<file path="src/rtl/alu_pkg.sv">
// Shared definitions for alu_muldiv_seq: MIPS funct codes, FSM state encoding
// and the decode helper that separates iterative ops from single-cycle ops.
package alu_pkg;

    localparam logic [5:0] F_ADD   = 6'b100000;
    localparam logic [5:0] F_SUB   = 6'b100010;
    localparam logic [5:0] F_AND   = 6'b100100;
    localparam logic [5:0] F_OR    = 6'b100101;
    localparam logic [5:0] F_XOR   = 6'b100110;
    localparam logic [5:0] F_NOR   = 6'b100111;
    localparam logic [5:0] F_SLT   = 6'b101010;
    localparam logic [5:0] F_SLTU  = 6'b101011;
    localparam logic [5:0] F_MFHI  = 6'b010000;
    localparam logic [5:0] F_MFLO  = 6'b010010;
    localparam logic [5:0] F_MULT  = 6'b011000;
    localparam logic [5:0] F_MULTU = 6'b011001;
    localparam logic [5:0] F_DIV   = 6'b011010;
    localparam logic [5:0] F_DIVU  = 6'b011011;

    typedef enum logic [1:0] {
        S_IDLE = 2'b00,
        S_CALC = 2'b01,
        S_DONE = 2'b10
    } state_t;

    function automatic logic is_muldiv(input logic [5:0] funct);
        logic res;
        case (funct)
            F_MULT, F_MULTU, F_DIV, F_DIVU: res = 1'b1;
            default:                        res = 1'b0;
        endcase
        return res;
    endfunction

endpackage

</file>
<file path="src/rtl/alu_muldiv_seq_if.sv">
// Issue/result bundle of alu_muldiv_seq; the pipeline drives the master side,
// the execute unit implements the slave side.
interface alu_muldiv_seq_if #(parameter int N = 32);
    logic         start_valid;
    logic         start_ready;
    logic [5:0]   opcode;
    logic [N-1:0] A;
    logic [N-1:0] B;
    logic [N-1:0] out;
    logic         out_valid;
    logic [N-1:0] hi;
    logic [N-1:0] lo;
    logic         div_by_zero;
    logic         ovf;

    modport master (
        output start_valid, opcode, A, B,
        input  start_ready, out, out_valid, hi, lo, div_by_zero, ovf
    );

    modport slave (
        input  start_valid, opcode, A, B,
        output start_ready, out, out_valid, hi, lo, div_by_zero, ovf
    );
endinterface

</file>
<file path="src/rtl/muldiv_iter.sv">
// Unsigned one-bit-per-cycle engine: shift-add multiply or restoring divide on
// operand magnitudes; o_done marks the step that completes the N-th iteration.
module muldiv_iter #(parameter int N = 32) (
    input  logic         clk,
    input  logic         rst,
    input  logic         load,
    input  logic         is_div,
    input  logic [N-1:0] a_mag,
    input  logic [N-1:0] b_mag,
    input  logic         step_en,
    output logic [N-1:0] o_hi,
    output logic [N-1:0] o_lo,
    output logic         o_done
);
    localparam int CW = $clog2(N);

    logic [N-1:0]  r_hi, r_lo, r_b;
    logic          r_is_div;
    logic [CW-1:0] r_cnt;
    logic [N:0]    w_sum, w_shift, w_diff;
    logic [N-1:0]  w_hi_nxt, w_lo_nxt;

    // Next accumulator value for one multiply or divide iteration
    always_comb begin
        w_sum    = {1'b0, r_hi} + {1'b0, r_b};
        w_shift  = {r_hi, r_lo[N-1]};
        w_diff   = w_shift - {1'b0, r_b};
        w_hi_nxt = r_hi;
        w_lo_nxt = r_lo;
        if (r_is_div) begin
            // bit N of the difference is the borrow: divisor did not fit
            if (w_diff[N]) begin
                w_hi_nxt = w_shift[N-1:0];
                w_lo_nxt = {r_lo[N-2:0], 1'b0};
            end else begin
                w_hi_nxt = w_diff[N-1:0];
                w_lo_nxt = {r_lo[N-2:0], 1'b1};
            end
        end else begin
            if (r_lo[0]) begin
                w_hi_nxt = w_sum[N:1];
                w_lo_nxt = {w_sum[0], r_lo[N-1:1]};
            end else begin
                w_hi_nxt = {1'b0, r_hi[N-1:1]};
                w_lo_nxt = {r_hi[0], r_lo[N-1:1]};
            end
        end
    end

    // Accumulator, operand and iteration-counter state
    always_ff @(posedge clk or posedge rst) begin
        if (rst) begin
            r_hi     <= {N{1'b0}};
            r_lo     <= {N{1'b0}};
            r_b      <= {N{1'b0}};
            r_is_div <= 1'b0;
            r_cnt    <= {CW{1'b0}};
        end else if (load) begin
            r_hi     <= {N{1'b0}};
            r_lo     <= a_mag;
            r_b      <= b_mag;
            r_is_div <= is_div;
            r_cnt    <= {CW{1'b0}};
        end else if (step_en) begin
            r_hi     <= w_hi_nxt;
            r_lo     <= w_lo_nxt;
            r_cnt    <= r_cnt + {{(CW-1){1'b0}}, 1'b1};
        end
    end

    assign o_hi   = r_hi;
    assign o_lo   = r_lo;
    assign o_done = step_en && (r_cnt == CW'(N - 1));
endmodule

</file>
<file path="src/rtl/alu_muldiv_seq.sv">
// Multi-cycle MIPS execute ALU with iterative mult/div and HI/LO registers.
// Define ALU_OVF_EN to build the signed add/sub overflow flag.
module alu_muldiv_seq import alu_pkg::*; #(parameter int N = 32) (
    input logic         clk,
    input logic         rst,
    alu_muldiv_seq_if.slave bus
);
    localparam logic [N-1:0] ZERO = {N{1'b0}};
    localparam logic [N-1:0] ONES = {N{1'b1}};

    state_t       r_state;
    logic [N-1:0] r_out, r_hi, r_lo, r_a;
    logic         r_out_valid, r_dbz, r_is_div, r_neg_q, r_neg_r, r_b_zero;

    logic         w_accept, w_op_md, w_op_div, w_op_signed, w_a_neg, w_b_neg, w_b_zero, w_done;
    logic [N-1:0] w_a_mag, w_b_mag, w_sum, w_dif, w_alu_out;
    logic [N-1:0] w_it_hi, w_it_lo, w_q, w_r, w_res_hi, w_res_lo;
    logic [2*N-1:0] w_prod;

    assign w_accept = bus.start_valid && (r_state == S_IDLE);

    // Issue decode: operand signs and magnitudes for the iterative engine
    always_comb begin
        w_op_md     = is_muldiv(bus.opcode);
        w_op_div    = (bus.opcode == F_DIV) || (bus.opcode == F_DIVU);
        w_op_signed = (bus.opcode == F_MULT) || (bus.opcode == F_DIV);
        w_a_neg     = w_op_signed && bus.A[N-1];
        w_b_neg     = w_op_signed && bus.B[N-1];
        w_a_mag     = w_a_neg ? (ZERO - bus.A) : bus.A;
        w_b_mag     = w_b_neg ? (ZERO - bus.B) : bus.B;
        w_b_zero    = w_op_div && (bus.B == ZERO);
        w_sum       = bus.A + bus.B;
        w_dif       = bus.A - bus.B;
    end

    // Single-cycle result selection
    always_comb begin
        w_alu_out = ZERO;
        case (bus.opcode)
            F_ADD:   w_alu_out = w_sum;
            F_SUB:   w_alu_out = w_dif;
            F_AND:   w_alu_out = bus.A & bus.B;
            F_OR:    w_alu_out = bus.A | bus.B;
            F_XOR:   w_alu_out = bus.A ^ bus.B;
            F_NOR:   w_alu_out = ~(bus.A | bus.B);
            F_SLT:   w_alu_out = {{(N-1){1'b0}}, ($signed(bus.A) < $signed(bus.B))};
            F_SLTU:  w_alu_out = {{(N-1){1'b0}}, (bus.A < bus.B)};
            F_MFHI:  w_alu_out = r_hi;
            F_MFLO:  w_alu_out = r_lo;
            default: w_alu_out = ZERO;
        endcase
    end

    // Sign fix-up of the unsigned engine result; remainder follows the dividend
    always_comb begin
        w_prod = r_neg_q ? ({(2*N){1'b0}} - {w_it_hi, w_it_lo}) : {w_it_hi, w_it_lo};
        w_q    = r_neg_q ? (ZERO - w_it_lo) : w_it_lo;
        w_r    = r_neg_r ? (ZERO - w_it_hi) : w_it_hi;
        if (r_is_div && r_b_zero) begin
            w_res_hi = r_a;
            w_res_lo = ONES;
        end else if (r_is_div) begin
            w_res_hi = w_r;
            w_res_lo = w_q;
        end else begin
            w_res_hi = w_prod[2*N-1:N];
            w_res_lo = w_prod[N-1:0];
        end
    end

    muldiv_iter #(.N(N)) u_iter (
        .clk     (clk),
        .rst     (rst),
        .load    (w_accept && w_op_md),
        .is_div  (w_op_div),
        .a_mag   (w_a_mag),
        .b_mag   (w_b_mag),
        .step_en (r_state == S_CALC),
        .o_hi    (w_it_hi),
        .o_lo    (w_it_lo),
        .o_done  (w_done)
    );

    // Control FSM with registered result, HI/LO and sticky divide-by-zero
    always_ff @(posedge clk or posedge rst) begin
        if (rst) begin
            r_state     <= S_IDLE;
            r_out       <= ZERO;
            r_out_valid <= 1'b0;
            r_hi        <= ZERO;
            r_lo        <= ZERO;
            r_a         <= ZERO;
            r_dbz       <= 1'b0;
            r_is_div    <= 1'b0;
            r_neg_q     <= 1'b0;
            r_neg_r     <= 1'b0;
            r_b_zero    <= 1'b0;
        end else begin
            r_out_valid <= 1'b0;
            case (r_state)
                S_IDLE: begin
                    if (w_accept && w_op_md) begin
                        r_a      <= bus.A;
                        r_is_div <= w_op_div;
                        r_neg_q  <= w_a_neg ^ w_b_neg;
                        r_neg_r  <= w_a_neg;
                        r_b_zero <= w_b_zero;
                        if (w_op_div) begin
                            r_dbz <= 1'b0;
                        end
                        r_state  <= w_b_zero ? S_DONE : S_CALC;
                    end else if (w_accept) begin
                        r_out       <= w_alu_out;
                        r_out_valid <= 1'b1;
                    end
                end
                S_CALC: begin
                    if (w_done) begin
                        r_state <= S_DONE;
                    end
                end
                S_DONE: begin
                    r_hi        <= w_res_hi;
                    r_lo        <= w_res_lo;
                    r_out       <= w_res_lo;
                    r_out_valid <= 1'b1;
                    if (r_is_div && r_b_zero) begin
                        r_dbz <= 1'b1;
                    end
                    r_state     <= S_IDLE;
                end
                default: r_state <= S_IDLE;
            endcase
        end
    end

`ifdef ALU_OVF_EN
    logic w_ovf, r_ovf;

    // Signed overflow: operands agree in sign (add) or differ (sub) and result flips
    always_comb begin
        w_ovf = 1'b0;
        if (bus.opcode == F_ADD) begin
            w_ovf = (bus.A[N-1] == bus.B[N-1]) && (w_sum[N-1] != bus.A[N-1]);
        end else if (bus.opcode == F_SUB) begin
            w_ovf = (bus.A[N-1] != bus.B[N-1]) && (w_dif[N-1] != bus.A[N-1]);
        end else begin
            w_ovf = 1'b0;
        end
    end

    // Overflow flag registered alongside the single-cycle result
    always_ff @(posedge clk or posedge rst) begin
        if (rst) begin
            r_ovf <= 1'b0;
        end else if (w_accept) begin
            r_ovf <= w_ovf;
        end
    end

    assign bus.ovf = r_ovf;
`else
    assign bus.ovf = 1'b0;
`endif

    assign bus.start_ready = (r_state == S_IDLE);
    assign bus.out         = r_out;
    assign bus.out_valid   = r_out_valid;
    assign bus.hi          = r_hi;
    assign bus.lo          = r_lo;
    assign bus.div_by_zero = r_dbz;
endmodule

</file>
<file path="src/flat_wrapper.sv">
// flat-port wrapper written by rule: the top's interface ports become plain ports
module alu_muldiv_seq_flat import alu_pkg::*;
#(parameter int N = 32)
  (clk, rst, bus_start_valid, bus_opcode, bus_A, bus_B, bus_start_ready, bus_out, bus_out_valid, bus_hi, bus_lo, bus_div_by_zero, bus_ovf);
  alu_muldiv_seq_if #(.N(N)) bus_i ();
  input logic clk;
  input logic rst;
  input wire logic [$bits(bus_i.start_valid)-1:0] bus_start_valid;
  input wire logic [$bits(bus_i.opcode)-1:0] bus_opcode;
  input wire logic [$bits(bus_i.A)-1:0] bus_A;
  input wire logic [$bits(bus_i.B)-1:0] bus_B;
  output wire logic [$bits(bus_i.start_ready)-1:0] bus_start_ready;
  output wire logic [$bits(bus_i.out)-1:0] bus_out;
  output wire logic [$bits(bus_i.out_valid)-1:0] bus_out_valid;
  output wire logic [$bits(bus_i.hi)-1:0] bus_hi;
  output wire logic [$bits(bus_i.lo)-1:0] bus_lo;
  output wire logic [$bits(bus_i.div_by_zero)-1:0] bus_div_by_zero;
  output wire logic [$bits(bus_i.ovf)-1:0] bus_ovf;
  assign bus_i.start_valid = bus_start_valid;
  assign bus_i.opcode = bus_opcode;
  assign bus_i.A = bus_A;
  assign bus_i.B = bus_B;
  assign bus_start_ready = bus_i.start_ready;
  assign bus_out = bus_i.out;
  assign bus_out_valid = bus_i.out_valid;
  assign bus_hi = bus_i.hi;
  assign bus_lo = bus_i.lo;
  assign bus_div_by_zero = bus_i.div_by_zero;
  assign bus_ovf = bus_i.ovf;
  alu_muldiv_seq #(.N(N)) u_core (.clk(clk), .rst(rst), .bus(bus_i));
endmodule
</file>
<file path="config.mk">
export PLATFORM = sky130hd
export DESIGN_NAME = alu_muldiv_seq_flat
export DESIGN_NICKNAME = d
export VERILOG_FILES = /design/src/rtl/alu_pkg.sv /design/src/rtl/alu_muldiv_seq_if.sv /design/src/rtl/muldiv_iter.sv /design/src/rtl/alu_muldiv_seq.sv /design/src/flat_wrapper.sv
export SDC_FILE = /design/constraint.sdc
export NUM_CORES = 1
export LEC_CHECK = 0
export ABC_AREA = 0
export CAP_MARGIN = 20
export CORE_MARGIN = 4
export CORE_UTILIZATION = 56
export CTS_BUF_LIST = sky130_fd_sc_hd__clkbuf_4 sky130_fd_sc_hd__clkbuf_8 sky130_fd_sc_hd__clkbuf_16
export DETAILED_ROUTE_END_ITERATION = 12
export HOLD_SLACK_MARGIN = 0.08
export PLACE_DENSITY = 0.78
export SETUP_SLACK_MARGIN = 0.2
export SYNTH_ARGS = -nofsm -noshare
export SYNTH_HDL_FRONTEND = slang
export SYNTH_SLANG_ARGS = --single-unit
export TNS_END_PERCENT = 10
</file>
<file path="constraint.sdc">
create_clock -name clk -period 9.05 [get_ports clk]
set_clock_uncertainty 0.15 [all_clocks]
set_input_delay 1.3575 -clock clk [delete_from_list [all_inputs] [get_ports clk]]
set_output_delay 1.3575 -clock clk [all_outputs]
set_load 0.005 [all_outputs]
</file>
==> results by group, run 1 <==
Run status
  • Outcome: complete, no violations

Power and ir drop
  • Clock power share: 0.164
  • P_leak: ~11 nW
  • Internal power: 3.956 mW
  • Psw: between 3 and 4 mW
  • Total chip power: about 7.5 mW
  • Worst IR Drop VDD: roughly 0.00030 V
  • PD cells: just under 300 nW/um^2
  • Comb pwr share: 0.578
  • Sw frac: 0.4710
  • Sequential share of power: 0.258

Route
  • Total Routed Length: 92100 um
  • Via count: between 20000 and 25000
  • Iter 0 DRT Violations: between 2000 and 3000
  • Post-route ant nets: 0
  • DRC Markers: 0
  • Avg Vias per Cell: 6.871
  • WL/cell: ~26 um
  • Drt pass-1 iters: 6

Cells and area
  • P&R area growth vs syn: 13.53%
  • Fin cells: 3488
  • # fillers: 3331
  • Layout cells sized above 1: 0.05492
  • Fin nets: about 3200
  • Most common library cell in the layout ignoring fill and taps: nand2_1
  • Design Area, Final: roughly 25000 um^2
  • Most frequent cells in the layout: nand2_1, a21oi_1, o21ai_0, dfrtp_1, nor2_1

Worst setup path
  • Crit. End Element: register
  • Setup Crit Path Kind: input port to register
  • Most frequent CP cell: a21oi_1
  • R2R Setup Slk: 4.05 ns
  • Worst EP required: 9.37 ns
  • Crit path arrival time: ~5.5 ns
  • CP Cell Sequence: clkdlybuf4s50_1 > inv_1 > fa_1 > nor2b_1 > o311ai_0 > a21oi_1 > o31ai_1 > a31o_2 > nand2_1 > a221o_1 > and3_1 > a311oi_1 > a21oi_1
  • FF-to-FF Start: u_core.u_iter.o_lo[31]
  • Critical R2R Capture: u_core.u_iter.o_hi[4]
  • FF-to-FF path depth: 15
  • CP max FO: 5
  • CP Launch Type: input port
  • Max stage delay on crit path: roughly 0.64 ns
  • Slowest CP cell: clkdlybuf4s50_1

STA
  • Final Hold Fails: 0
  • Final WS setup: 3.856 ns
  • Worst Tran Pin Value: 1.119 ns
  • Setup TNS: 0 ns
  • Fmax: 192.5 MHz
  • RSZ-0062 raised after global routing: no
  • Setup violators final: 0
  • Max_slew headroom: 0.2513
  • Final period util: 0.5739
  • Min Tclk post-route: approximately 5.2 ns
  • Final count of pins violating max slew: 0

Floorplanning
  • I/O pins: between 150 and 200
  • CORE AREA: about 40000 um^2
  • Starting Density: 0.5729
  • Die Ht: 207.8 um
  • Die width: 207.8 um
  • Row cnt: 72
  • Die ar.: 43170 um^2

Yosys
  • Syn_area_per_cell: 7.739 um^2
  • Ys Warns: 0
  • Synth Cell Area: between 20000 and 25000 um^2
  • Async set-or-reset flop fraction in the synthesized netlist: 1.000
  • Top FF cell, synth: dfrtp_1
  • Number of synthesized flops with an enable pin: 0
  • Seq/Total Area, Yosys: 0.2665
  • Register bit total from synthesis: approximately 240
  • Post-Syn Instances: 2888
  • Synth cell types: a little over 90
  • Synthesized Nets: approximately 3100

Global route
  • Initial antenna violation count: 4
  • GR Util All Layers: 0.4034
  • GRT overflow: 0
  • First-pass GRT wire length: 137900 um
  • Largest net degree at the start of global routing: between 100 and 150
  • Vias in the first global route: ~23000

Clocking
  • TritonCTS clock tree: yes
  • Skew-Pair Late Insertion Delay: ~0.6 ns
  • H-tree Lvls: 1
  • CTS Buf Count: 29
  • Clock Sinks: approximately 240
  • CTS clk-pin slew, worst paths: around 0.06 ns
  • Cts repair resizes: 0
  • Cts hold-fix bufs: 0
  • Max clock buf depth: 3
  • Postcts setup bufs: 0
  • Clock root buffer: clkbuf_16

Min path
  • Worst Hold Depth: 2
  • Hold/Removal Path Class: register to register
  • Critical hold path startpoint: u_core.r_a[12]
  • WHS Endpoint: u_core.r_a[12]

Placed design
  • Dpl hpwl: 68300 um
  • Routability congestion estimate from global placement: slightly above 1
  • Placed cell count: around 3400
  • Post-DP Area: around 24000 um^2
  • PortBufs: between 150 and 200
  • Post-place setup slack: 3.326 ns

Run
  • Max Cap Violations: 0
==> layout make-up <==
class                      instances  area, um^2  area share
multi-input combinational       2305       15160      0.5974
sequential                       238        5959      0.2349
timing repair buffer             213        2017     0.07949
clock buffer                      38       818.3     0.03225
tap                              518       648.1     0.02554
inverter                         160       608.1     0.02397
clock inverter                    14       158.9    0.006263
antenna                            2       5.005   0.0001973
==> power groups by stage <==
stage	combinational [mW]	sequential, mW	clock [mW]
2_1_floorplan	3.20	1.69	0
3_3_place_gp	4.01	1.89	0
3_5_place_dp	4.17	1.92	0
4_1_cts	4.22	1.90	1.23
5_1_grt	4.69	1.97	1.27
6_report	4.32	1.93	1.22
==> flip-flops by register name, indices dropped and copies added (netlist names) <==
register and cells:
u_core.bus.div_by_zero 1, u_core.r_b_zero 1, u_core.bus.hi 32, u_core.r_is_div 1
u_core.r_neg_q 1, u_core.u_iter.o_hi 32, u_core.u_iter.r_b 32, u_core.u_iter.o_lo 32
u_core.u_iter.r_cnt 5, u_core.bus.out_valid 1, u_core.r_neg_r 1, u_core.r_state 2
u_core.bus.out 32, u_core.u_iter.r_is_div 1, u_core.r_a 32, u_core.bus.lo 32
==> logic make-up (layout without fill, tap and decap cells) <==
kind of cell	Yosys count	in the layout	share of synthesized area
DFF	238	238	0.2665
xor gates and xnor gates	152	152	0.05957
adders and majority gates	173	173	0.09820
AOI/OAI and AO/OA	1069	1069	0.3041
buffers and inverters	345	425	0.05906
muxes	94	94	0.04255
and+or+nand+nor	816	816	0.1699
other	1	3	0.0001678
==> critical path, delay by kind of cell <==
kind	cells	cell delay [ns]
buffers and inverters	2	0.84
AOI/OAI and AO/OA	7	2.34
adders and majority gates	1	0.49
and+or+nand+nor	3	0.47
==> worst max-delay path by stage <==
stage             start  cells after the start                endpoint
6_report       bus_B[1]                     13      u_core.bus.out[28]
5_1_grt        bus_A[5]                     13      u_core.bus.out[28]
4_1_cts        bus_B[1]                     13      u_core.bus.out[28]
3_5_place_dp   bus_B[1]                     13      u_core.bus.out[28]
3_3_place_gp   bus_B[1]                     13      u_core.bus.out[28]
2_1_floorplan       rst                      1  u_core.bus.div_by_zero
==> cells in the mapped netlist (10+ instances only) <==
library cell / count / area share
a211oi_1: 60 / 0.020
a21o_1: 77 / 0.026
a21oi_1: 277 / 0.062
a221oi_1: 31 / 0.012
a22o_1: 11 / 0.0043
a22oi_1: 15 / 0.0050
a31oi_1: 54 / 0.015
and3_1: 16 / 0.0045
buf_1: 16 / 0.0027
buf_2: 11 / 0.0025
clkbuf_1: 156 / 0.026
dfrtp_1: 238 / 0.27
ha_1: 169 / 0.095
inv_1: 157 / 0.026
mux2i_1: 86 / 0.039
nand2_1: 321 / 0.054
nand2b_1: 31 / 0.0087
nand3_1: 31 / 0.0069
nand4_1: 19 / 0.0053
nor2_1: 209 / 0.035
nor2b_1: 28 / 0.0078
nor3_1: 59 / 0.013
nor3b_1: 10 / 0.0034
nor4_1: 20 / 0.0056
o2111ai_1: 10 / 0.0039
o211ai_1: 34 / 0.011
o21a_1: 30 / 0.010
o21ai_0: 272 / 0.061
o21ai_1: 14 / 0.0031
o21bai_1: 24 / 0.0081
o221ai_1: 17 / 0.0067
o22ai_1: 20 / 0.0056
o31ai_1: 27 / 0.0091
or2_2: 11 / 0.0031
or3_1: 17 / 0.0048
xnor2_1: 98 / 0.038
xor2_1: 54 / 0.021
==> metal layers <==
| layer | track usage | part of all wire | routed length, um |
|---|---|---|---|
| met2 | 0.6352 | 0.44 | 40900 |
| met5 | 0 | 0.00053 | 49 |
| met3 | 0.06544 | 0.092 | 8518 |
| met4 | 0.2972 | 0.092 | 8448 |
| met1 | 0.5002 | 0.37 | 34190 |
==> metrics by stage <==
step	hold WS (ns)	util
6_report	0.3310	0.6504
5_1_grt	0.3511	0.6503
4_1_cts	0.3298	0.6503
3_5_place_dp	0.3136	0.6253
3_3_place_gp	0.3085	0.6253
2_1_floorplan	0.2906	-
Note: power is estimated with default switching activity, not from simulation.
==> run 2, diff against run 1 <==
==> constraint.sdc (replaced) <==
create_clock -name clk -period 5.35 [get_ports clk]
set_clock_uncertainty 0.15 [all_clocks]
set_input_delay 0.8025 -clock clk [delete_from_list [all_inputs] [get_ports clk]]
set_output_delay 0.8025 -clock clk [all_outputs]
set_load 0.005 [all_outputs]
==> run 2 against run 1 <==
Flip-flop and latch count is the same; sequential share of layout area shrank 0.26 points; clock-buffer cell count shrank 2; critical endpoint is now u_core.u_iter.o_hi[7]; worst setup slack lost 3.1 ns; largest cell class unchanged.
==> results by group, run 2 (synthesized netlist as in run 1, its figures left out) <==
Cells and area
  • Final Util: 0.6578 (+0.007378)
  • Fin nets: 3228 (+1.1%)
  • Most frequent cells in the layout: nand2_1, a21oi_1, o21ai_0, dfrtp_1, nor2_1
  • P&R area growth vs syn: 14.81%
  • Design Area, Final: 25660 um^2 (+1.1%)
  • Layout cells sized above 1: 0.06656 (+0.01164)
  • Most common library cell in the layout ignoring fill and taps: nand2_1

Floorplanning
  • CORE AREA: 39010 um^2 (unchanged)
  • Die Ht: 207.8 um (unchanged)
  • Row cnt: 72 (unchanged)
  • Starting Density: 0.5729 (unchanged)
  • Die ar.: 43170 um^2 (unchanged)
  • I/O pins: 173 (unchanged)
  • Die width: 207.8 um (unchanged)

Clocking
  • Skew-Pair Late Insertion Delay: 0.58 ns (about the same)
  • CTS clk-pin slew, worst paths: 0.06 ns (about the same)
  • Clock root buffer: clkbuf_16
  • Clock Sinks: 238 (unchanged)
  • TritonCTS clock tree: yes
  • Max clock buf depth: 3 (unchanged)
  • CTS Buf Count: 30 (+3.4%)
  • H-tree Lvls: 1 (unchanged)
  • Cts hold-fix bufs: 0 (unchanged)
  • Postcts setup bufs: 0 (unchanged)
  • Cts repair resizes: 0 (unchanged)

Global route
  • First-pass GRT wire length: 138500 um (+0.48%)
  • Vias in the first global route: 23090 (+0.57%)
  • Initial antenna violation count: 4 (unchanged)
  • Largest net degree at the start of global routing: 168 (+47%)
  • GRT overflow: 0 (unchanged)
  • GR Util All Layers: 0.4026 (-0.0007494)

Worst setup path
  • Crit. End Element: register
  • CP max FO: 48 (+43)
  • Worst EP required: 5.66 ns (-3.71 ns)
  • Setup Crit Path Kind: register to register
  • CP Launch Type: register
  • FF-to-FF path depth: 15 (unchanged)
  • R2R Setup Slk: 0.76 ns (-3.29 ns)
  • Crit path arrival time: 4.91 ns (-0.60 ns)

Placed design
  • Post-DP Area: 24650 um^2 (+1.1%)
  • Routability congestion estimate from global placement: 1.009 (-1.8%)
  • PortBufs: 171 (unchanged)
  • Dpl hpwl: 68670 um (+0.53%)

STA
  • Worst Tran Pin Value: 1.108 ns (-0.01124 ns)
  • Setup TNS: 0 ns (unchanged)
  • Final count of pins violating max slew: 0 (unchanged)
  • Min Tclk post-route: 4.595 ns
  • Fmax: between 200 and 250 MHz
  • Final period util: 0.8588
  • Max_slew headroom: 0.2612 (+0.009918)
  • RSZ-0062 raised after global routing: no
  • Setup violators final: 0 (unchanged)
  • Final Hold Fails: 0 (unchanged)
  • Hold WS: 0.3237 ns (-0.007241 ns)

Route
  • WL/cell: 25.85 um (-2.1%)
  • DRC Markers: 0 (unchanged)
  • Via count: 24100 (+0.53%)
  • Drt pass-1 iters: 6 (unchanged)
  • Post-route ant nets: 0 (unchanged)
  • Iter 0 DRT Violations: 3091 (+3.9%)
  • Avg Vias per Cell: 6.837 (-0.49%)
  • Total Routed Length: 91100 um (-1.1%)

Power and ir drop
  • P_leak: 11.31 nW (+1.5%)
  • Total chip power: 12.63 mW (+69%)
  • Worst IR Drop VDD: 0.0005189 V (+75%)
  • PD cells: 492.4 nW/um^2 (+67%)

Run status
  • Outcome: complete, no violations

Run
  • Max Cap Violations: 0 (unchanged)

Min path
  • Worst Hold Depth: 2 (unchanged)
  • Hold/Removal Path Class: register to register
-- run 2: per-layer routing --
layer / vias to the layer above / global-route usage / part of all wire
li1: 10670 / - / -
met1: 11470 / 0.4996 / 0.37
met3: 402 / 0.08040 / 0.099
met5: - / 0 / 0.00042
met2: 1549 / 0.6303 / 0.44
met4: 6 / 0.2804 / 0.090
-- run 2: layout make-up --
cell class	instances	area, um^2
fillers	3328	13350
clock inverters	19	167.7
clock buffers	36	838.3
multi-input cells	2305	15140
flip-flops and latches	238	5959
diodes	1	2.502
well taps	518	648.1
inverters	160	604.3
repair buffers	247	2297
-- run 2: power by group --
group	total [mW]	internal (mW)	switching, mW	leakage, nW
clock network	2.09	1.21	0.882	0.500
registers	3.26	2.36	0.897	2.97
logic	7.28	3.16	4.13	7.84
total	12.6	6.73	5.90	11.3
-- run 2: metrics by stage --
step                worst slack (ns)  cells
global placement              0.5888   3468
floorplan                      1.278   2888
CTS                           0.9007   3523
global route                  0.5966   3523
finish                        0.7554   3524
detailed placement            0.5351   3468
-- run 2: final timing paths --
check,startpoint,to
hold / removal,u_core.r_a[13],u_core.r_a[13]
hold reg to reg,u_core.r_a[13],u_core.r_a[13]
min in group asynchronous,rst,u_core.u_iter.o_lo[29]
setup reg to reg,u_core.u_iter.o_lo[31],u_core.u_iter.o_hi[7]
max in group asynchronous,rst,u_core.bus.out[7]
setup / recovery,u_core.u_iter.o_lo[31],u_core.u_iter.o_hi[7]
-- run 2: worst max-delay path, stage by stage, from the launching register on --
cell and delay, ns:
dfrtp_1 0.38, inv_1 0.21, ha_1 0.28, inv_1 0.07
fa_1 0.44, a211oi_1 0.34, o211ai_1 0.19, a31oi_1 0.51
and2_1 0.34, o221a_2 0.31, a2111oi_2 0.11, a211oi_4 0.23
buf_12 0.28, mux2_2 0.37, a21oi_1 0.16, nor2_1 0.06
